## src/rtl/itlb_refill_ctrl_pkg.sv

```systemverilog
// -----------------------------------------------------------------------------
// mms_pkg: shared types for the ITLB refill controller.
//   - Width macros `ASID_WD, `VPN0_WD, `VPN1_WD (Sv32 defaults unless the
//     build supplies its own values).
//   - `D_FLIP_FLOP(q, d, rst_val, clk, rstn): one register (or packed struct
//     of registers) with synchronous active-low reset.
//   - itlb_refill_state_e : controller FSM states.
//   - vpn_t / pte_t       : Sv32 virtual page number and leaf PTE layouts.
//   - itlb_refill_regs_t  : every FSM-owned register bundled into one struct
//                           so the whole FSM updates in a single always_ff.
// -----------------------------------------------------------------------------
`ifndef ASID_WD
`define ASID_WD 9
`endif
`ifndef VPN0_WD
`define VPN0_WD 10
`endif
`ifndef VPN1_WD
`define VPN1_WD 10
`endif
`ifndef D_FLIP_FLOP
`define D_FLIP_FLOP(q, d, rst_val, clk, rstn) always_ff @(posedge clk) begin if (!(rstn)) q <= rst_val; else q <= d; end
`endif

package mms_pkg;

    localparam int ASID_WD = `ASID_WD;
    localparam int VPN_WD  = `VPN0_WD + `VPN1_WD;
    localparam int PTE_WD  = 32;

    // IDLE must stay encoded as zero: the register bundle resets to all-zero.
    typedef enum logic [2:0] {
        IDLE  = 3'd0,
        REQ   = 3'd1,
        WAIT  = 3'd2,
        FILL  = 3'd3,
        DRAIN = 3'd4
    } itlb_refill_state_e;

    typedef struct packed {
        logic [`VPN1_WD-1:0] vpn1;
        logic [`VPN0_WD-1:0] vpn0;
    } vpn_t;

    typedef struct packed {
        logic [21:0] ppn;
        logic [1:0]  rsw;
        logic        d;
        logic        a;
        logic        g;
        logic        u;
        logic        x;
        logic        w;
        logic        r;
        logic        v;
    } pte_t;

    typedef struct packed {
        itlb_refill_state_e  state;
        logic [ASID_WD-1:0]  asid;
        vpn_t                vpn;
        pte_t                pte;
        logic                fault;
    } itlb_refill_regs_t;

endpackage

```

## src/rtl/itlb_refill_ctrl_if.sv

```systemverilog
// -----------------------------------------------------------------------------
// itlb_refill_ctrl_if: lookup, page-table-walk and entry-write signals of the
// ITLB refill controller.
//   modport slave  : the controller's view (itlb_refill_ctrl).
//   modport master : the surrounding ITLB / walker view.
// Signals keep their _i/_o names as seen from the controller.
//   tlb_flush_i, lookup_valid_i/ready_o, lookup_asid_i, lookup_vpn_i,
//   hit_vec_i, miss_o, ptw_req_valid_o/ready_i, ptw_req_asid_o, ptw_req_vpn_o,
//   ptw_resp_valid_i, ptw_resp_pte_i, ptw_resp_err_i, entry_we_o,
//   entry_asid_o, entry_vpn_o, entry_pte_o, entry_g_o, fault_o.
// -----------------------------------------------------------------------------
interface itlb_refill_ctrl_if #(
    parameter int ENTRY_NUM = 8
) ();
    import mms_pkg::*;

    logic                  tlb_flush_i;
    logic                  lookup_valid_i;
    logic                  lookup_ready_o;
    logic [ASID_WD-1:0]    lookup_asid_i;
    vpn_t                  lookup_vpn_i;
    logic [ENTRY_NUM-1:0]  hit_vec_i;
    logic                  miss_o;

    logic                  ptw_req_valid_o;
    logic                  ptw_req_ready_i;
    logic [ASID_WD-1:0]    ptw_req_asid_o;
    vpn_t                  ptw_req_vpn_o;
    logic                  ptw_resp_valid_i;
    pte_t                  ptw_resp_pte_i;
    logic                  ptw_resp_err_i;

    logic [ENTRY_NUM-1:0]  entry_we_o;
    logic [ASID_WD-1:0]    entry_asid_o;
    vpn_t                  entry_vpn_o;
    pte_t                  entry_pte_o;
    logic                  entry_g_o;
    logic                  fault_o;

    modport slave (
        input  tlb_flush_i, lookup_valid_i, lookup_asid_i, lookup_vpn_i, hit_vec_i,
               ptw_req_ready_i, ptw_resp_valid_i, ptw_resp_pte_i, ptw_resp_err_i,
        output lookup_ready_o, miss_o, ptw_req_valid_o, ptw_req_asid_o, ptw_req_vpn_o,
               entry_we_o, entry_asid_o, entry_vpn_o, entry_pte_o, entry_g_o, fault_o
    );

    modport master (
        output tlb_flush_i, lookup_valid_i, lookup_asid_i, lookup_vpn_i, hit_vec_i,
               ptw_req_ready_i, ptw_resp_valid_i, ptw_resp_pte_i, ptw_resp_err_i,
        input  lookup_ready_o, miss_o, ptw_req_valid_o, ptw_req_asid_o, ptw_req_vpn_o,
               entry_we_o, entry_asid_o, entry_vpn_o, entry_pte_o, entry_g_o, fault_o
    );

endinterface

```

## src/rtl/itlb_refill_ctrl_victim_rr.sv

```systemverilog
// -----------------------------------------------------------------------------
// itlb_victim_rr: round-robin victim pointer for ITLB refills.
//   clk_i      : clock
//   rstn_i     : synchronous active-low reset (pointer -> 0)
//   advance_i  : step the pointer after a completed fill
//   victim_o   : current victim index, $clog2(ENTRY_NUM) bits
// ENTRY_NUM is a power of two >= 2; the pointer wraps ENTRY_NUM-1 -> 0.
// -----------------------------------------------------------------------------
module itlb_victim_rr #(
    parameter  int ENTRY_NUM = 8,
    localparam int PTR_WD    = $clog2(ENTRY_NUM)
) (
    input  logic              clk_i,
    input  logic              rstn_i,
    input  logic              advance_i,
    output logic [PTR_WD-1:0] victim_o
);

    logic [PTR_WD-1:0] ptr_reg;
    logic [PTR_WD-1:0] ptr_next;

    always_comb begin
        ptr_next = ptr_reg;
        if (advance_i) begin
            ptr_next = (ptr_reg == PTR_WD'(ENTRY_NUM - 1)) ? '0 : ptr_reg + 1'b1;
        end
    end

    `D_FLIP_FLOP(ptr_reg, ptr_next, '0, clk_i, rstn_i)

    assign victim_o = ptr_reg;

endmodule

```

## src/rtl/itlb_refill_ctrl.sv

```systemverilog
// -----------------------------------------------------------------------------
// itlb_refill_ctrl: ITLB miss handler.
//   On a lookup miss it captures ASID/VPN, requests a page-table walk, and on a
//   good response writes the translation into a round-robin victim entry.
//   Lookups are stalled (lookup_ready_o=0) while a refill is in flight.
// Ports:
//   clk_i       : clock
//   rstn_i      : synchronous active-low reset
//   bus         : itlb_refill_ctrl_if.slave (lookup, PTW req/resp, entry write)
//   miss_cnt_o  : saturating accepted-miss counter, only when the macro
//                 ITLB_PERF_CNT_EN is defined
// Latency: miss in N -> ptw_req_valid_o in N+1; good response in M ->
//   entry_we_o in M+1, lookup_ready_o again in M+2.
// tlb_flush_i has priority over everything and never resets the victim.
// -----------------------------------------------------------------------------
module itlb_refill_ctrl #(
    parameter int ENTRY_NUM = 8
) (
    input  logic                  clk_i,
    input  logic                  rstn_i,
    itlb_refill_ctrl_if.slave     bus
`ifdef ITLB_PERF_CNT_EN
    ,
    output logic [31:0]           miss_cnt_o
`endif
);
    import mms_pkg::*;

    localparam int PTR_WD = $clog2(ENTRY_NUM);

    itlb_refill_regs_t    regs_reg;
    itlb_refill_regs_t    regs_next;
    logic                 lookup_ready;
    logic                 miss;
    logic                 fill_fire;
    logic [PTR_WD-1:0]    victim;
    logic [ENTRY_NUM-1:0] we_vec;

    // A flush in IDLE blocks acceptance of a same-cycle lookup.
    assign lookup_ready = rstn_i && (regs_reg.state == IDLE) && !bus.tlb_flush_i;
    assign miss         = bus.lookup_valid_i && lookup_ready && !(|bus.hit_vec_i);

    // The write happens in the FILL cycle itself, so a flush (or reset) in
    // that same cycle must be able to cancel it; hence the combinational gate.
    assign fill_fire = rstn_i && (regs_reg.state == FILL) && !bus.tlb_flush_i;

    always_comb begin
        regs_next       = regs_reg;
        regs_next.fault = 1'b0;
        case (regs_reg.state)
            IDLE: begin
                if (miss) begin
                    regs_next.asid  = bus.lookup_asid_i;
                    regs_next.vpn   = bus.lookup_vpn_i;
                    regs_next.state = REQ;
                end
            end
            REQ: begin
                // Request valid is registered, so a flush cannot retract a
                // handshake already happening this cycle: the walker owns the
                // request and its response must be drained.
                if (bus.ptw_req_ready_i) begin
                    regs_next.state = bus.tlb_flush_i ? DRAIN : WAIT;
                end else if (bus.tlb_flush_i) begin
                    regs_next.state = IDLE;
                end
            end
            WAIT: begin
                if (bus.ptw_resp_valid_i) begin
                    if (bus.tlb_flush_i) begin
                        regs_next.state = IDLE;
                    end else if (bus.ptw_resp_err_i) begin
                        regs_next.fault = 1'b1;
                        regs_next.state = IDLE;
                    end else begin
                        regs_next.pte   = bus.ptw_resp_pte_i;
                        regs_next.state = FILL;
                    end
                end else if (bus.tlb_flush_i) begin
                    regs_next.state = DRAIN;
                end
            end
            FILL: begin
                regs_next.state = IDLE;
            end
            DRAIN: begin
                if (bus.ptw_resp_valid_i) begin
                    regs_next.state = IDLE;
                end
            end
            default: begin
                regs_next.state = IDLE;
            end
        endcase
    end

    `D_FLIP_FLOP(regs_reg, regs_next, '0, clk_i, rstn_i)

    itlb_victim_rr #(
        .ENTRY_NUM (ENTRY_NUM)
    ) u_victim_rr (
        .clk_i     (clk_i),
        .rstn_i    (rstn_i),
        .advance_i (fill_fire),
        .victim_o  (victim)
    );

    // Expand the binary victim index into the one-hot entry write enable.
    for (genvar gi = 0; gi < ENTRY_NUM; gi++) begin : g_we
        assign we_vec[gi] = fill_fire && (victim == PTR_WD'(gi));
    end

    assign bus.lookup_ready_o  = lookup_ready;
    assign bus.miss_o          = miss;
    assign bus.ptw_req_valid_o = (regs_reg.state == REQ);
    assign bus.ptw_req_asid_o  = regs_reg.asid;
    assign bus.ptw_req_vpn_o   = regs_reg.vpn;
    assign bus.entry_we_o      = we_vec;
    assign bus.entry_asid_o    = regs_reg.asid;
    assign bus.entry_vpn_o     = regs_reg.vpn;
    assign bus.entry_pte_o     = regs_reg.pte;
    assign bus.entry_g_o       = regs_reg.pte.g;
    assign bus.fault_o         = regs_reg.fault;

`ifdef ITLB_PERF_CNT_EN
    logic [31:0] miss_cnt_reg;
    logic [31:0] miss_cnt_next;

    assign miss_cnt_next = (miss && (miss_cnt_reg != 32'hFFFF_FFFF)) ?
                           miss_cnt_reg + 32'd1 : miss_cnt_reg;

    `D_FLIP_FLOP(miss_cnt_reg, miss_cnt_next, '0, clk_i, rstn_i)

    assign miss_cnt_o = miss_cnt_reg;
`endif

`ifndef SYNTHESIS
    // Several entries matching one lookup means the tag array is corrupt.
    a_hit_onehot0: assert property (@(posedge clk_i) disable iff (!rstn_i)
        (bus.lookup_valid_i && lookup_ready) |-> $onehot0(bus.hit_vec_i));

    // Responses are only meaningful while a walk is outstanding.
    a_resp_window: assert property (@(posedge clk_i) disable iff (!rstn_i)
        bus.ptw_resp_valid_i |-> (regs_reg.state == WAIT || regs_reg.state == DRAIN));
`endif

endmodule

```

## src/flat_wrapper.sv

```systemverilog
// flat-port wrapper written by rule: the top's interface ports become plain ports
module itlb_refill_ctrl_flat import mms_pkg::*;
#(
    parameter int ENTRY_NUM = 8
)
  (clk_i, rstn_i, bus_tlb_flush_i, bus_lookup_valid_i, bus_lookup_asid_i, bus_lookup_vpn_i, bus_hit_vec_i, bus_ptw_req_ready_i, bus_ptw_resp_valid_i, bus_ptw_resp_pte_i, bus_ptw_resp_err_i, bus_lookup_ready_o, bus_miss_o, bus_ptw_req_valid_o, bus_ptw_req_asid_o, bus_ptw_req_vpn_o, bus_entry_we_o, bus_entry_asid_o, bus_entry_vpn_o, bus_entry_pte_o, bus_entry_g_o, bus_fault_o);
  itlb_refill_ctrl_if #(.ENTRY_NUM(ENTRY_NUM)) bus_i ();
  input  logic clk_i;
  input  logic rstn_i;
  input wire logic [$bits(bus_i.tlb_flush_i)-1:0] bus_tlb_flush_i;
  input wire logic [$bits(bus_i.lookup_valid_i)-1:0] bus_lookup_valid_i;
  input wire logic [$bits(bus_i.lookup_asid_i)-1:0] bus_lookup_asid_i;
  input wire logic [$bits(bus_i.lookup_vpn_i)-1:0] bus_lookup_vpn_i;
  input wire logic [$bits(bus_i.hit_vec_i)-1:0] bus_hit_vec_i;
  input wire logic [$bits(bus_i.ptw_req_ready_i)-1:0] bus_ptw_req_ready_i;
  input wire logic [$bits(bus_i.ptw_resp_valid_i)-1:0] bus_ptw_resp_valid_i;
  input wire logic [$bits(bus_i.ptw_resp_pte_i)-1:0] bus_ptw_resp_pte_i;
  input wire logic [$bits(bus_i.ptw_resp_err_i)-1:0] bus_ptw_resp_err_i;
  output wire logic [$bits(bus_i.lookup_ready_o)-1:0] bus_lookup_ready_o;
  output wire logic [$bits(bus_i.miss_o)-1:0] bus_miss_o;
  output wire logic [$bits(bus_i.ptw_req_valid_o)-1:0] bus_ptw_req_valid_o;
  output wire logic [$bits(bus_i.ptw_req_asid_o)-1:0] bus_ptw_req_asid_o;
  output wire logic [$bits(bus_i.ptw_req_vpn_o)-1:0] bus_ptw_req_vpn_o;
  output wire logic [$bits(bus_i.entry_we_o)-1:0] bus_entry_we_o;
  output wire logic [$bits(bus_i.entry_asid_o)-1:0] bus_entry_asid_o;
  output wire logic [$bits(bus_i.entry_vpn_o)-1:0] bus_entry_vpn_o;
  output wire logic [$bits(bus_i.entry_pte_o)-1:0] bus_entry_pte_o;
  output wire logic [$bits(bus_i.entry_g_o)-1:0] bus_entry_g_o;
  output wire logic [$bits(bus_i.fault_o)-1:0] bus_fault_o;
  assign bus_i.tlb_flush_i = bus_tlb_flush_i;
  assign bus_i.lookup_valid_i = bus_lookup_valid_i;
  assign bus_i.lookup_asid_i = bus_lookup_asid_i;
  assign bus_i.lookup_vpn_i = bus_lookup_vpn_i;
  assign bus_i.hit_vec_i = bus_hit_vec_i;
  assign bus_i.ptw_req_ready_i = bus_ptw_req_ready_i;
  assign bus_i.ptw_resp_valid_i = bus_ptw_resp_valid_i;
  assign bus_i.ptw_resp_pte_i = bus_ptw_resp_pte_i;
  assign bus_i.ptw_resp_err_i = bus_ptw_resp_err_i;
  assign bus_lookup_ready_o = bus_i.lookup_ready_o;
  assign bus_miss_o = bus_i.miss_o;
  assign bus_ptw_req_valid_o = bus_i.ptw_req_valid_o;
  assign bus_ptw_req_asid_o = bus_i.ptw_req_asid_o;
  assign bus_ptw_req_vpn_o = bus_i.ptw_req_vpn_o;
  assign bus_entry_we_o = bus_i.entry_we_o;
  assign bus_entry_asid_o = bus_i.entry_asid_o;
  assign bus_entry_vpn_o = bus_i.entry_vpn_o;
  assign bus_entry_pte_o = bus_i.entry_pte_o;
  assign bus_entry_g_o = bus_i.entry_g_o;
  assign bus_fault_o = bus_i.fault_o;
  itlb_refill_ctrl #(.ENTRY_NUM(ENTRY_NUM)) u_core (.clk_i(clk_i), .rstn_i(rstn_i), .bus(bus_i));
endmodule
```

## config.mk

```make
export PLATFORM = sky130hd
export DESIGN_NAME = itlb_refill_ctrl_flat
export DESIGN_NICKNAME = d
export VERILOG_FILES = /design/src/rtl/itlb_refill_ctrl_pkg.sv /design/src/rtl/itlb_refill_ctrl_if.sv /design/src/rtl/itlb_refill_ctrl_victim_rr.sv /design/src/rtl/itlb_refill_ctrl.sv /design/src/flat_wrapper.sv
export SDC_FILE = /design/constraint.sdc
export NUM_CORES = 1
export LEC_CHECK = 0
export ABC_AREA = 0
export CAP_MARGIN = 40
export CORE_MARGIN = 2
export CORE_UTILIZATION = 40
export DETAILED_ROUTE_END_ITERATION = 6
export GPL_ROUTABILITY_DRIVEN = 1
export GPL_TIMING_DRIVEN = 0
export PLACE_DENSITY = 0.87
export SETUP_SLACK_MARGIN = 0.3
export SYNTH_ARGS = -nofsm -noshare
export SYNTH_HDL_FRONTEND = slang
export SYNTH_SLANG_ARGS = --single-unit
```

## constraint.sdc

```tcl
create_clock -name clk_i -period 1.8 [get_ports clk_i]
set_input_delay 0.36 -clock clk_i [delete_from_list [all_inputs] [get_ports clk_i]]
set_output_delay 0.36 -clock clk_i [all_outputs]
set_load 0.005 [all_outputs]
```

Word-level counts from Yosys, hierarchy flattened:

Cells that the tools add are included.

* register bits: 68
* input bits: 76
* output and inout bits: 103
* logic and storage cells: 72

* add/subtract/negate cells: 1
* equal/unequal tests: 15
* multiplexer cells: 12
* bitwise gates (word level): 5
* reduce and logical (&&, ||, !) cells: 23

Operators with widths (number)
* 32-bit 2-to-1 mux: 1
* 3-bit 2-to-1 mux: 8
* 3-bit equality test (second input constant): 5
* 1-bit logical AND: 14
* 3-bit by 2-bit equality test with 1-bit output (second input constant): 4
* 3-bit one-hot mux with 4 select lines: 1
* 4-bit AND reduction: 2
* 8-bit OR reduction: 1
* 3-bit by 1-bit equality test with 1-bit output (second input constant): 2
* 3-bit zero test: 2
* 3-bit != test (second input constant): 2
* 1-bit inverter: 5
* 2-bit != test (second input constant): 2
* 4-bit OR reduction: 1
* 3-bit by 1-bit adder with 3-bit output (second input constant): 1
* 1-bit zero test: 2
* 2-bit 2-to-1 mux: 1
* 2-bit AND reduction: 1
* 1-bit 2-to-1 mux: 1

Longest topological paths before layout:

* depth in word-level cells: 7
* gate-level depth with buffers: 6
* depth with buffers taken out: 4

Modules after synthesis:

A second synthesis with hierarchy kept.

* cell total of the unflattened synthesis: 424
* area total of the unflattened synthesis: 3629.7 um^2

By module, submodules not included
* itlb_refill_ctrl: times used 1, cells each 411, area an instance 3482.1 um^2, seq. area each 1301.2 um^2
* itlb_victim_rr: times used 1, cells each 13, area an instance 147.6 um^2, seq. area each 60.1 um^2

Least setup slack after synthesis:

OpenSTA, ideal clock, no wires.

* path kind: input to output
* start point: input rstn_i
* end point: output bus_entry_we_o[0]
* data arrival time: 1.364 ns
* slack: 0.076 ns
* stages on the path: 5
* path through: buf_4 -> or3b_1 -> clkbuf_2 -> nor2_1 -> and3_1

* longest elaborated chain between the ends: 3

RTL lines
* start, declared: RTL line flat_wrapper.sv:9 `input logic rstn_i;`
* 1-bit logical AND (2 in a row): RTL line itlb_refill_ctrl.sv:45 `assign fill_fire = rstn_i && (regs_reg.state == FILL) && !bus.tlb_flush_i;`
* 1-bit logical AND: RTL line itlb_refill_ctrl.sv:110 `assign we_vec[gi] = fill_fire && (victim == PTR_WD'(gi));`
* end, declared: RTL line flat_wrapper.sv:24 `output wire logic [$bits(bus_i.entry_we_o)-1:0] bus_entry_we_o;`

Every way passes these cells.

Worst setup path after layout:

* start point: register u_core.regs_reg[64] (netlist name)
* end point: output bus_entry_we_o[5]

* longest elaborated chain between the ends: 4

RTL lines (RTL line)
* 3-bit by 2-bit equality test with 1-bit output: itlb_refill_ctrl.sv:45
* 1-bit logical AND (2 in a row): itlb_refill_ctrl.sv:45
* 1-bit logical AND: itlb_refill_ctrl.sv:110

Every way passes these cells.

==> results.cfg <==
[outcome]
status = complete, but fails checks
violations = negative setup slack

[synthesis]
syn_inst = 426
ys.flop_type = dfxtp_1
yosysSeqAreaShare_pct = 38.5
yosys-top-cells-area = dfxtp_1 (38%), buf_4 (20%), mux2i_1 (8.2%), nand2_1 (6.4%), a21oi_1 (5.2%)
yosys.area.top_type_share_pct = 38.5
synth_top_cell_by_area = dfxtp_1
syn_area_um2 = 3540
yosysWarningCount = 0
synth-seq-cells = 68
synth-async-reset-ratio_pct = 0
syn_area_per_cell_um2 = 8.30
synth_enable_flop_cells = 0
synthesis.nets = 508
synth_cell_types = 33

[drt]
wl_per_cell_um = 14.8
viasPerCell = 4.79
via_count = 3728
dr.pass1.iters = 4
drt_iter0_drc = 87
drt-total-wl_mm = 11.5
detail-route-antenna-nets = 0
detail_route.drc_violations = 0

[floorplanning]
design.core.area_um2 = 8640
die_x_um = 98.0
start_util_pct = 41.0
ioPinCount = 179
die_area_um2 = 9610
num_rows = 34
die_h_um = 98.0

[clocking]
numCtsBuffers = 9
clkSinkCount = 68
cts_tree = yes
path_clk_slew_ns = 0.07
cts_max_level = 3
clk_path_buf_depth = 2
insertion_delay_ns = 0.34
cts-root-buf = clkbuf_8

[layout]
fin_area_um2 = 6310
areaGrowthSynthToFinish_pct = 78.4
largest_reg_flops = 31
diodes = 0
nNetsFinal = 748
final_cell_mix = buf_4 (161), clkdlybuf4s50_1 (69), dlygate4sd2_1 (66)
final_common_cell = buf_4
final_cells = 779
fill_cells = 654
drive_gt1_share_pct = 44.6

[timing]
rsz0062_at_grt = true
relSlewSlack_pct = 64.9
layout_setup_ws_ns = -0.334
period_share_pct = 119
max_freq_ghz = 0.469
layout_min_cycle_time_ns = 2.13
hold_viol = 0
drv_slew = 0
hold-worst-slack_ns = 0.380
setup_viol = 8
skew_ns = 0.00835
worst_pin_slew_ns = 0.527

[global_routing]
grt_max_degree = 12
track_usage_pct = 22.6
grt.overflow.total = 0
grt_first_pass_wirelength_mm = 17.8
grt_pass1_vias = 3748
grt_antenna_before_repair = 0

[setup_path]
crit_type = reg -> out
crit_arrival_ns = 1.77
worstPathMaxFanout = 3
critPathCaptureType = output port
worstPathRequired_ns = 1.44
start_kind = register

[power_and_ir_drop]
p_leak_nw = 3.05
total_power_w = 0.00290
powerDensity_nw_per_um2 = 460
peakVddDrop_v = 0.000400

[placed_design]
gp_congestion = 0.792
post-place-cells = 711
portBuffers = 177
postPlaceCellArea_um2 = 5480
dp_hpwl_mm = 7.79

[worst_hold_path]
min_path_type = in -> reg

[job]
maxCapViolCount = 0
-- where the power goes --
group | internal, W | leakage [nW] | total [W] | switching [W]
registers | 0.00150 | 0.579 | 0.00150 | 0.000000156
clock network | 0.000528 | 0.0889 | 0.00110 | 0.000568
logic | 0.000187 | 2.38 | 0.000304 | 0.000118
-- synth_stat cells, drive strengths merged (2+ instances only) --
master,instances
ha,6
inv,3
nand3,34
and3,8
nor3b,2
clkbuf,24
a21oi,37
dfxtp,68
nand3b,4
nor2,2
o21ai,34
nor3,4
mux2i,29
buf,96
nand2,60
-- path summary, 6_finish.rpt --
kind,start,slack [ns],cells past startpoint,endpoint
setup / recovery,u_core.regs_reg[64],-0.33,7,bus_entry_we_o[5]
hold / removal,bus_ptw_resp_valid_i,0.38,3,u_core.bus.fault_o
setup reg to reg,u_core.regs_reg[64],0.06,8,u_core.bus.entry_vpn_o[16]
hold reg to reg,u_core.bus.entry_pte_o[15],0.47,2,u_core.bus.entry_pte_o[15]
-- logic make-up (layout without fill, tap and decap cells) --
logic type | after synthesis | in the layout | synth area share, %
fa+ha+maj | 6 | 6 | 2.12
buf+inv | 124 | 369 | 23.2
flops | 68 | 68 | 38.5
simple gates | 124 | 124 | 17.0
compound gates | 75 | 75 | 11.0
mux | 29 | 29 | 8.21
-- critical path: stages (launching register included) --
cell and delay [ns]:
dfxtp_4 0.35, or3b_1 0.35, clkbuf_8 0.15, nor2_4 0.12, buf_6 0.11, buf_6 0.08, and3_4 0.18, buf_6 0.09
-- cell type report --
cell class              count  area (µm²)  share of cell area [%]
flip-flops and latches     68        1440                    22.8
inverters                   4        15.0                   0.238
multi-input cells         234        1500                    23.8
clock buffers              11         141                    2.24
plain buffers             120         955                    15.1
repair buffers            229        2090                    33.2
well taps                 108         135                    2.14
clock inverters             5        27.5                   0.436
-- layer usage --
layer / vias up / GRT usage (%) / wire length, µm
met5: - / 0 / 0
met2: 158 / 42.9 / 5950
met3: 22 / 5.37 / 862
met4: 0 / 6.94 / 248
met1: 1725 / 24.7 / 4460
li1: 1823 / - / -
-- what timing repair did --
item                                    CTS  global route
pin swaps                                 8             6
endpoints found under the setup margin  165            72
hold buffers                              0             0
gates cloned                              1             2
buffers inserted                         41             8
resized for setup                       264            93
-- metrics by stage --
| stage | setup TNS [ns] | setup slack, ns | utilization (%) |
|---|---|---|---|
| finish | -2.01 | -0.334 | 73.1 |
| floorplan | 0 | 0.198 | - |
| global placement | -30.74 | -1.07 | 63.5 |
| detailed placement | -34.42 | -1.12 | 63.5 |
| global route | -2.61 | -0.409 | 73.1 |
| CTS | -2.32 | -0.347 | 69.9 |
Note: power is estimated with default switching activity, not from simulation.
